==> src/rtl/pll_sup_pkg.sv <==
// Shared types and sizing helpers for the PLL lock supervisor.
package pll_sup_pkg;

    localparam int unsigned STATE_W = 2;
    localparam int unsigned LOSS_W  = 8;

    typedef enum logic [STATE_W-1:0] {
        WAIT_LOCK = 2'd0,
        STABILIZE = 2'd1,
        RUN       = 2'd2
    } state_e;

    // Width of a counter holding 0..n-1; never narrower than one bit.
    function automatic int unsigned cnt_width(input int unsigned n);
        return (n < 2) ? 1 : $clog2(n);
    endfunction

endpackage

==> src/rtl/sync_filter.sv <==
// Input synchronizer followed by a consecutive-level counter that emits one
// pulse when the watched level has persisted for COUNT synced cycles.
module sync_filter
#(
    parameter int unsigned SYNC_STAGES = 2,
    parameter int unsigned COUNT       = 16,
    parameter bit          ACTIVE_LOW  = 1'b0
)
(
    input  logic clk,
    input  logic rst,
    input  logic din,
    output logic synced,
    output logic qualified_c
);
    import pll_sup_pkg::*;

    localparam int unsigned CNT_W = cnt_width(COUNT);
    localparam logic [CNT_W-1:0] CNT_MAX = CNT_W'(COUNT - 1);

    logic [SYNC_STAGES-1:0] sync_q;
    logic [CNT_W-1:0]       cnt_q;
    logic                   armed_q;
    logic                   level;

    always_ff @(posedge clk) begin
        if (rst) begin
            sync_q <= '0;
        end else begin
            sync_q <= {sync_q[SYNC_STAGES-2:0], din};
        end
    end

    assign synced = sync_q[SYNC_STAGES-1];

    // Polarity is applied after synchronization so a cleared chain reads as "lock low".
    assign level       = synced ^ ACTIVE_LOW;
    assign qualified_c = level && armed_q && (cnt_q == CNT_MAX);

    // Saturating run counter; a held level fires once until it drops for a cycle.
    always_ff @(posedge clk) begin
        if (rst) begin
            cnt_q   <= '0;
            armed_q <= 1'b1;
        end else if (!level) begin
            cnt_q   <= '0;
            armed_q <= 1'b1;
        end else begin
            if (cnt_q != CNT_MAX) begin
                cnt_q <= cnt_q + CNT_W'(1);
            end
            if (qualified_c) begin
                armed_q <= 1'b0;
            end
        end
    end

endmodule

==> src/rtl/pll_lock_supervisor.sv <==
// Holds the core in reset until PLL lock is stable, re-asserts it on filtered
// lock loss or a debounced button press, and counts lock-loss events.
module pll_lock_supervisor
#(
    parameter int unsigned STABLE_CYCLES = 50000,
    parameter int unsigned LOSS_FILTER   = 16,
    parameter int unsigned DEBOUNCE      = 500000,
    parameter int unsigned SYNC_STAGES   = 2
)
(
    input  logic       clk,
    input  logic       rst,
    input  logic       i_lock,
    input  logic       i_btn,
    output logic       o_core_rst,
    output logic       o_ready,
    output logic [7:0] o_loss_cnt,
    output logic [1:0] o_state
);
    import pll_sup_pkg::*;

    localparam int unsigned STAB_W = cnt_width(STABLE_CYCLES);
    localparam logic [STAB_W-1:0] STAB_MAX = STAB_W'(STABLE_CYCLES - 1);

    state_e              state_q, state_nxt;
    logic [STAB_W-1:0]   stab_q, stab_nxt;
    logic [LOSS_W-1:0]   loss_cnt_q, loss_cnt_nxt;
    logic                core_rst_q;
    logic                ready_q;

    logic                lock_synced;
    logic                loss_c;
    logic                btn_synced_unused;
    logic                press_c;

    sync_filter #(
        .SYNC_STAGES (SYNC_STAGES),
        .COUNT       (LOSS_FILTER),
        .ACTIVE_LOW  (1'b1)
    ) u_lock_filter (
        .clk         (clk),
        .rst         (rst),
        .din         (i_lock),
        .synced      (lock_synced),
        .qualified_c (loss_c)
    );

    sync_filter #(
        .SYNC_STAGES (SYNC_STAGES),
        .COUNT       (DEBOUNCE),
        .ACTIVE_LOW  (1'b0)
    ) u_btn_filter (
        .clk         (clk),
        .rst         (rst),
        .din         (i_btn),
        .synced      (btn_synced_unused),
        .qualified_c (press_c)
    );

    always_ff @(posedge clk) begin
        if (rst) begin
            state_q    <= WAIT_LOCK;
            stab_q     <= '0;
            loss_cnt_q <= '0;
            core_rst_q <= 1'b1;
            ready_q    <= 1'b0;
        end else begin
            state_q    <= state_nxt;
            stab_q     <= stab_nxt;
            loss_cnt_q <= loss_cnt_nxt;
            core_rst_q <= (state_nxt != RUN);
            ready_q    <= (state_nxt == RUN);
        end
    end

    // Next state: normal progression, then button, then lock loss (highest priority).
    always_comb begin
        state_nxt    = WAIT_LOCK;
        stab_nxt     = '0;
        loss_cnt_nxt = loss_cnt_q;

        case (state_q)
            WAIT_LOCK: begin
                if (lock_synced) begin
                    state_nxt = STABILIZE;
                end
            end
            STABILIZE: begin
                if (!lock_synced) begin
                    state_nxt = WAIT_LOCK;
                end else if (stab_q == STAB_MAX) begin
                    state_nxt = RUN;
                end else begin
                    state_nxt = STABILIZE;
                    stab_nxt  = stab_q + STAB_W'(1);
                end
            end
            RUN: begin
                state_nxt = RUN;
            end
            default: begin
                state_nxt = WAIT_LOCK;
            end
        endcase

        if (press_c) begin
            state_nxt = lock_synced ? STABILIZE : WAIT_LOCK;
            stab_nxt  = '0;
        end

        if ((state_q == RUN) && loss_c) begin
            state_nxt = WAIT_LOCK;
            stab_nxt  = '0;
            if (loss_cnt_q != '1) begin
                loss_cnt_nxt = loss_cnt_q + LOSS_W'(1);
            end
        end
    end

    assign o_core_rst = core_rst_q;
    assign o_ready    = ready_q;
    assign o_loss_cnt = loss_cnt_q;
    assign o_state    = state_q;

endmodule
==> config.mk <==
export PLATFORM = sky130hd
export DESIGN_NAME = pll_lock_supervisor
export DESIGN_NICKNAME = d
export VERILOG_FILES = /design/src/rtl/pll_sup_pkg.sv /design/src/rtl/sync_filter.sv /design/src/rtl/pll_lock_supervisor.sv
export SDC_FILE = /design/constraint.sdc
export NUM_CORES = 1
export LEC_CHECK = 0
export CORE_MARGIN = 5
export CORE_UTILIZATION = 61
export CTS_BUF_LIST = sky130_fd_sc_hd__clkbuf_4 sky130_fd_sc_hd__clkbuf_8
export DETAILED_ROUTE_END_ITERATION = 10
export GPL_ROUTABILITY_DRIVEN = 0
export PLACE_DENSITY = 0.89
export SETUP_SLACK_MARGIN = 0.1
export SYNTH_ARGS = -nofsm -noshare
export SYNTH_HDL_FRONTEND = slang
export SYNTH_HIERARCHICAL = 1
export SYNTH_SLANG_ARGS = --single-unit
==> constraint.sdc <==
create_clock -name clk -period 2.4 [get_ports clk]
set_clock_uncertainty 0.05 [all_clocks]
set_input_delay 0.72 -clock clk [delete_from_list [all_inputs] [get_ports clk]]
set_output_delay 0.72 -clock clk [all_outputs]
set_load 0.1 [all_outputs]
* Word-level counts from Yosys, hierarchy flattened
Cells that the tools add are included.
Storage, ports and cells: bits in registers 57, word-level logic and storage cells 44, output and inout port bits 12
Cells by class: reductions and logical operators 10, equality and inequality tests 10, add/sub/neg operators 4, bitwise operators 3, muxes and demuxes 6
Operators with widths (count):
- $add A19 B1 Y19 const B | 1
- $eq A19 B19 Y1 const B | 1
- $ne A19 B19 Y1 const B | 1
- $add A16 B1 Y16 const B | 1
- $eq A16 B16 Y1 const B | 1
- $add A8 B1 Y8 const B | 1
- $mux W2 | 4
- $ne A8 B8 Y1 const B | 1
- $pmux W2 S3 | 1
- $reduce_or A6 Y1 | 1
- $logic_and A1 B1 Y1 | 5
- $add A4 B1 Y4 const B | 1
- $eq A2 B2 Y1 const B | 2
- $eq A4 B4 Y1 const B | 1
- $ne A4 B4 Y1 const B | 1
- $reduce_or A2 Y1 | 2
- $not A1 Y1 | 3
- $eq A2 B1 Y1 const B | 1
- $logic_not A2 Y1 | 1
- $ne A2 B2 Y1 const B | 1
- $reduce_and A2 Y1 | 1
- $mux W1 | 1

* Depth between registers and ports, before layout
Gate-level depths: netlist (run 1).
depth in word-level cells 7, depth in mapped cells 9, mapped depth without buffers 7

* Hierarchy
Netlist (run 1), hierarchy kept.
By module, submodules not included:
- pll_lock_supervisor | seq. area each 560.5 um2, instances 1, cells each 143, area each 1271.2 um2
- sync_filter (u_btn_filter) | seq. area each 440.4 um2, instances 1, cells each 114, area each 1019.7 um2
- sync_filter (u_lock_filter) | seq. area each 140.1 um2, instances 1, cells each 27, area each 296.5 um2

* Worst setup path before layout (run 1)
No wires, ideal clock.
kind reg2reg, from register loss_cnt_q[0] (netlist: o_loss_cnt[0]), to register loss_cnt_q[1] (netlist: o_loss_cnt[1]), required time 2223 ps, arrival 2063 ps, cell stages (with the launch flop) 6, period minus slack after synthesis 2240 ps, setup time 127 ps, setup slack 160 ps, cells stage by stage dfxtp_1 > ha_1 > nand4_1 > o21ai_0 > mux2i_1 > nor2_1
Between the ends: cells in the longest elaborated chain, start to end 2, elaborated cells on any way between the ends 3
RTL lines:
- start: declaration | RTL line pll_lock_supervisor.sv:27 | logic [LOSS_W-1:0] loss_cnt_q, loss_cnt_nxt;
- start signal: assignment | RTL line pll_lock_supervisor.sv:70 | loss_cnt_q <= loss_cnt_nxt;
- branches (longest 2 deep; another with $add A8 B1 Y8)
Parallel ways; which one is timed is not known. A chain may end at the register's enable or synchronous reset.

* Worst setup path in the final report (run 1)
from register u_btn_filter.cnt_q[5], to register stab_q[15]
Between the ends: cells in the longest elaborated chain, start to end 3
RTL lines:
- start: declaration | RTL line sync_filter.sv:22 | logic [CNT_W-1:0] cnt_q;
- start signal: assignment | RTL line sync_filter.sv:50 | cnt_q <= cnt_q + CNT_W'(1);
- $eq A19 B19 Y1 | RTL line sync_filter.sv:38 | assign qualified_c = level && armed_q && (cnt_q == CNT_MAX);
- $logic_and A1 B1 Y1 | RTL line sync_filter.sv:38
- via press_c | RTL line pll_lock_supervisor.sv:34 | logic press_c;
- $reduce_or A6 Y1 (no source line)
- end signal: assignment | RTL line pll_lock_supervisor.sv:69 | stab_q <= stab_nxt;
- end: declaration | RTL line pll_lock_supervisor.sv:26 | logic [STAB_W-1:0] stab_q, stab_nxt;
The timed path passes the listed nets, and every way through them passes these cells.

==> metrics.txt, run 1 <==
die area 0.005645 mm^2; run status finished clean; grt total ovfl 0; I/O pins 16; Worst Setup Start Kind flop; worst skew pair latency 0.34 ns; final HPWL from detailed placement 3.550 mm; CTS Buffer Depth 2; row cnt 23; R2R Setup Slk 0.22 ns; leakage 1.050 nW; RSZ-0062 raised after global routing no; Slowest-stage cell, CP or4_1; Routed Antenna Nets 0; fraction of layout cells with a size suffix above 1 17.67%; Yosys cell types 51; clock root buffer clkbuf_8; final period utilization 90.78%; Slew headroom 70.88%; drt pass-1 iters 4; ys async rst share 0%; main flop type after synthesis dfxtp_1; Crit path required time 2.62 ns; vias 2213; Crit path max-delay family simple AND/OR/NAND/NOR gates; DRT Wirelength 5.520 mm; Setup CP Type reg2reg; Critical Path End Type flop; initial antenna violation count 0; Vias per Instance 6.030; DIE WIDTH 75.13 um; Buf/Inv on CP 1; Die H 75.13 um; core area 0.004058 mm^2; pin count of the biggest net entering global routing 20; Synth Instances 284; actual slew at the worst max-slew pin 0.4331 ns; Max stage delay on crit path 0.52 ns; syn avg cell area 9.111 um^2; number of enable flip-flop cells after synthesis 0; # clock sinks 57; largest fanout on the critical path 16; Final Total Pwr 1.948 mW; Fin Setup TNS 0 ns; crit-path cells and4bb_2, and4_4, nand2_1, nor2_1, or4_1, buf_4, a21oi_1; initial DRC count 161; total CTS buffers 9; Starting Density 63.77%; first-pass GRT wire length 9.149 mm; peak supply drop 0.0004882 V; CTS tree built; Yosys warning count 6; Final nets 320; Mapped Area 0.002587 mm^2; ANT cells 0; wire per inst 15.04 um; Synth Net Count 292; IO buf count 15; cell area power density 643.1 mW/mm^2; final hold viol count 0; Syn-to-layout area delta 17.07%; Final setup viols 0; Post-route DRC 0; GRT Overall Usage 21.38%; worst hold path class reg2reg; hold-fix buffers at CTS 0; fmax 459.0 MHz; Max Slew Vio Count 0; Seq/Total Area, Yosys 44.10%; Final Critical Period 2.179 ns; flops & latches, synth 57; H-Tree Level Count 3; Max-Cap Viols 0; number of global-route vias before repair 2075; CP arrival 2.39 ns; CTS clock-pin slew for the worst setup and hold paths 0.06 ns
-- per-stage QoR --
step	std cells	setup slack [ns]	hold WS (ns)	util (%)	cell area (um^2)
finish	367	0.2213	0.3974	74.65	3029
global route	367	0.09817	0.4085	74.65	3029
CTS	365	0.1638	0.3986	73.85	2997
detailed placement	349	0.1990	0.3787	68.55	2781
global placement	349	0.2260	0.3708	68.55	2781
floorplan	284	0.1600	0.3638	-	2587
-- final cells by class --
class / count / area [um^2]
repair buffers: 23 / 180.2
flip-flops and latches: 57 / 1141
inverters: 8 / 30.03
well taps: 50 / 62.56
clock inverters: 2 / 35.03
clock buffers: 14 / 180.2
multi-input cells: 213 / 1400
fillers: 281 / 1028
-- power breakdown --
part           internal (mW)  switching, mW  total, mW
Combinational         0.0198         0.0204     0.0402
Clock                  0.586          0.359      0.945
Sequential             0.954        0.00817      0.962
Total                   1.56          0.388       1.95
-- routing by layer --
| layer | vias to the layer above | routed length, um | part of all wire (%) | GRT usage [%] |
|---|---|---|---|---|
| met2 | 63 | 2746 | 50 | 35.30 |
| met1 | 1038 | 2344 | 42 | 25.04 |
| met5 | - | 0 | 0 | 0 |
| met4 | 0 | 153 | 2.8 | 12.82 |
| met3 | 17 | 276 | 5.0 | 5.207 |
| li1 | 1095 | - | - | - |
-- synthesized netlist by cell type (4+ instances only) --
cell	number	area, um^2
and3_1	4	25.02
or4_1	4	30.03
a31o_2	4	35.03
nor2_1	40	150.1
a21oi_1	9	45.04
o21ai_0	9	45.04
ha_1	4	50.05
a31oi_1	4	25.02
nor4_1	8	50.05
nor3_1	8	40.04
nand3_1	14	70.07
nand4_1	12	75.07
nand3b_1	4	30.03
inv_1	8	30.03
xor2_1	8	70.07
nor2b_1	9	56.30
nand2_1	15	56.30
dfxtp_1	57	1141
xnor2_1	15	131.4
-- repair_timing --
action | 4_1_cts | 5_1_grt
buffers inserted | 0 | 2
setup endpoints to repair | 0 | 20
gates resized for setup | 0 | 3
-- cells in the final DEF, fill, tap and decap left out, drive strengths merged, types with 2 or more instances in the layout --
cell and count:
nand3 16, a21oi 9, ha 4, mux2i 2
o21ai 9, or3 3, dfxtp 57, a21boi 3
and3 5, clkbuf 14, a31oi 4, nand4 12
nor2 40, nor3 8, mux2 2, clkdlybuf4s50 3
or4 4, inv 8, nand2 15, nor4 10
a31o 4, nand3b 4, o211a 3, xnor2 15
buf 20, xor2 8, nor2b 9, and4 5
o211ai 2, and4bb 2, nor3b 3
-- logic make-up (layout without fill, tap and decap cells) --
kind of cell | after synthesis | in the layout | synth area share, %
mux | 4 | 4 | 1.789
flops | 57 | 57 | 44.10
xor+xnor | 23 | 23 | 7.786
simple gates | 141 | 141 | 31.04
fa+ha+maj | 4 | 4 | 1.934
compound gates | 41 | 41 | 10.88
buf+inv | 14 | 47 | 2.466
-- path summary, 6_finish.rpt --
check                                      from                                 to  cells past startpoint
max          u_btn_filter/cnt_q[5]$_SDFFE_PP0P_              stab_q[15]$_SDFF_PP0_                      7
min           u_btn_filter/sync_q[0]$_SDFF_PP0_  u_btn_filter/sync_q[1]$_SDFF_PP0_                      1
max reg2reg  u_btn_filter/cnt_q[5]$_SDFFE_PP0P_              stab_q[15]$_SDFF_PP0_                      7
min reg2reg   u_btn_filter/sync_q[0]$_SDFF_PP0_  u_btn_filter/sync_q[1]$_SDFF_PP0_                      1
-- worst reg2reg max path, stage by stage, from the launching register on --
cell      delay [ns]
dfxtp_1         0.47
and4bb_2        0.30
and4_4          0.19
nand2_1         0.14
nor2_1          0.12
or4_1           0.52
buf_4           0.20
a21oi_1         0.12
-- state kept, by name, summed over array words and instances (netlist names), 2 cells and up --
signal                count
u_btn_filter/cnt_q       19
stab_q                   16
o_loss_cnt                8
u_lock_filter/cnt_q       4
o_state                   2
u_btn_filter/sync_q       2
u_lock_filter/sync_q      2
Power figures use the tool's default switching activity.
==> run 2, diff against run 1 <==
- SLEW_MARGIN: unset -> 25
==> results of run 2 <==
The final DEF is identical to that of run 1; final timing and power are the same.
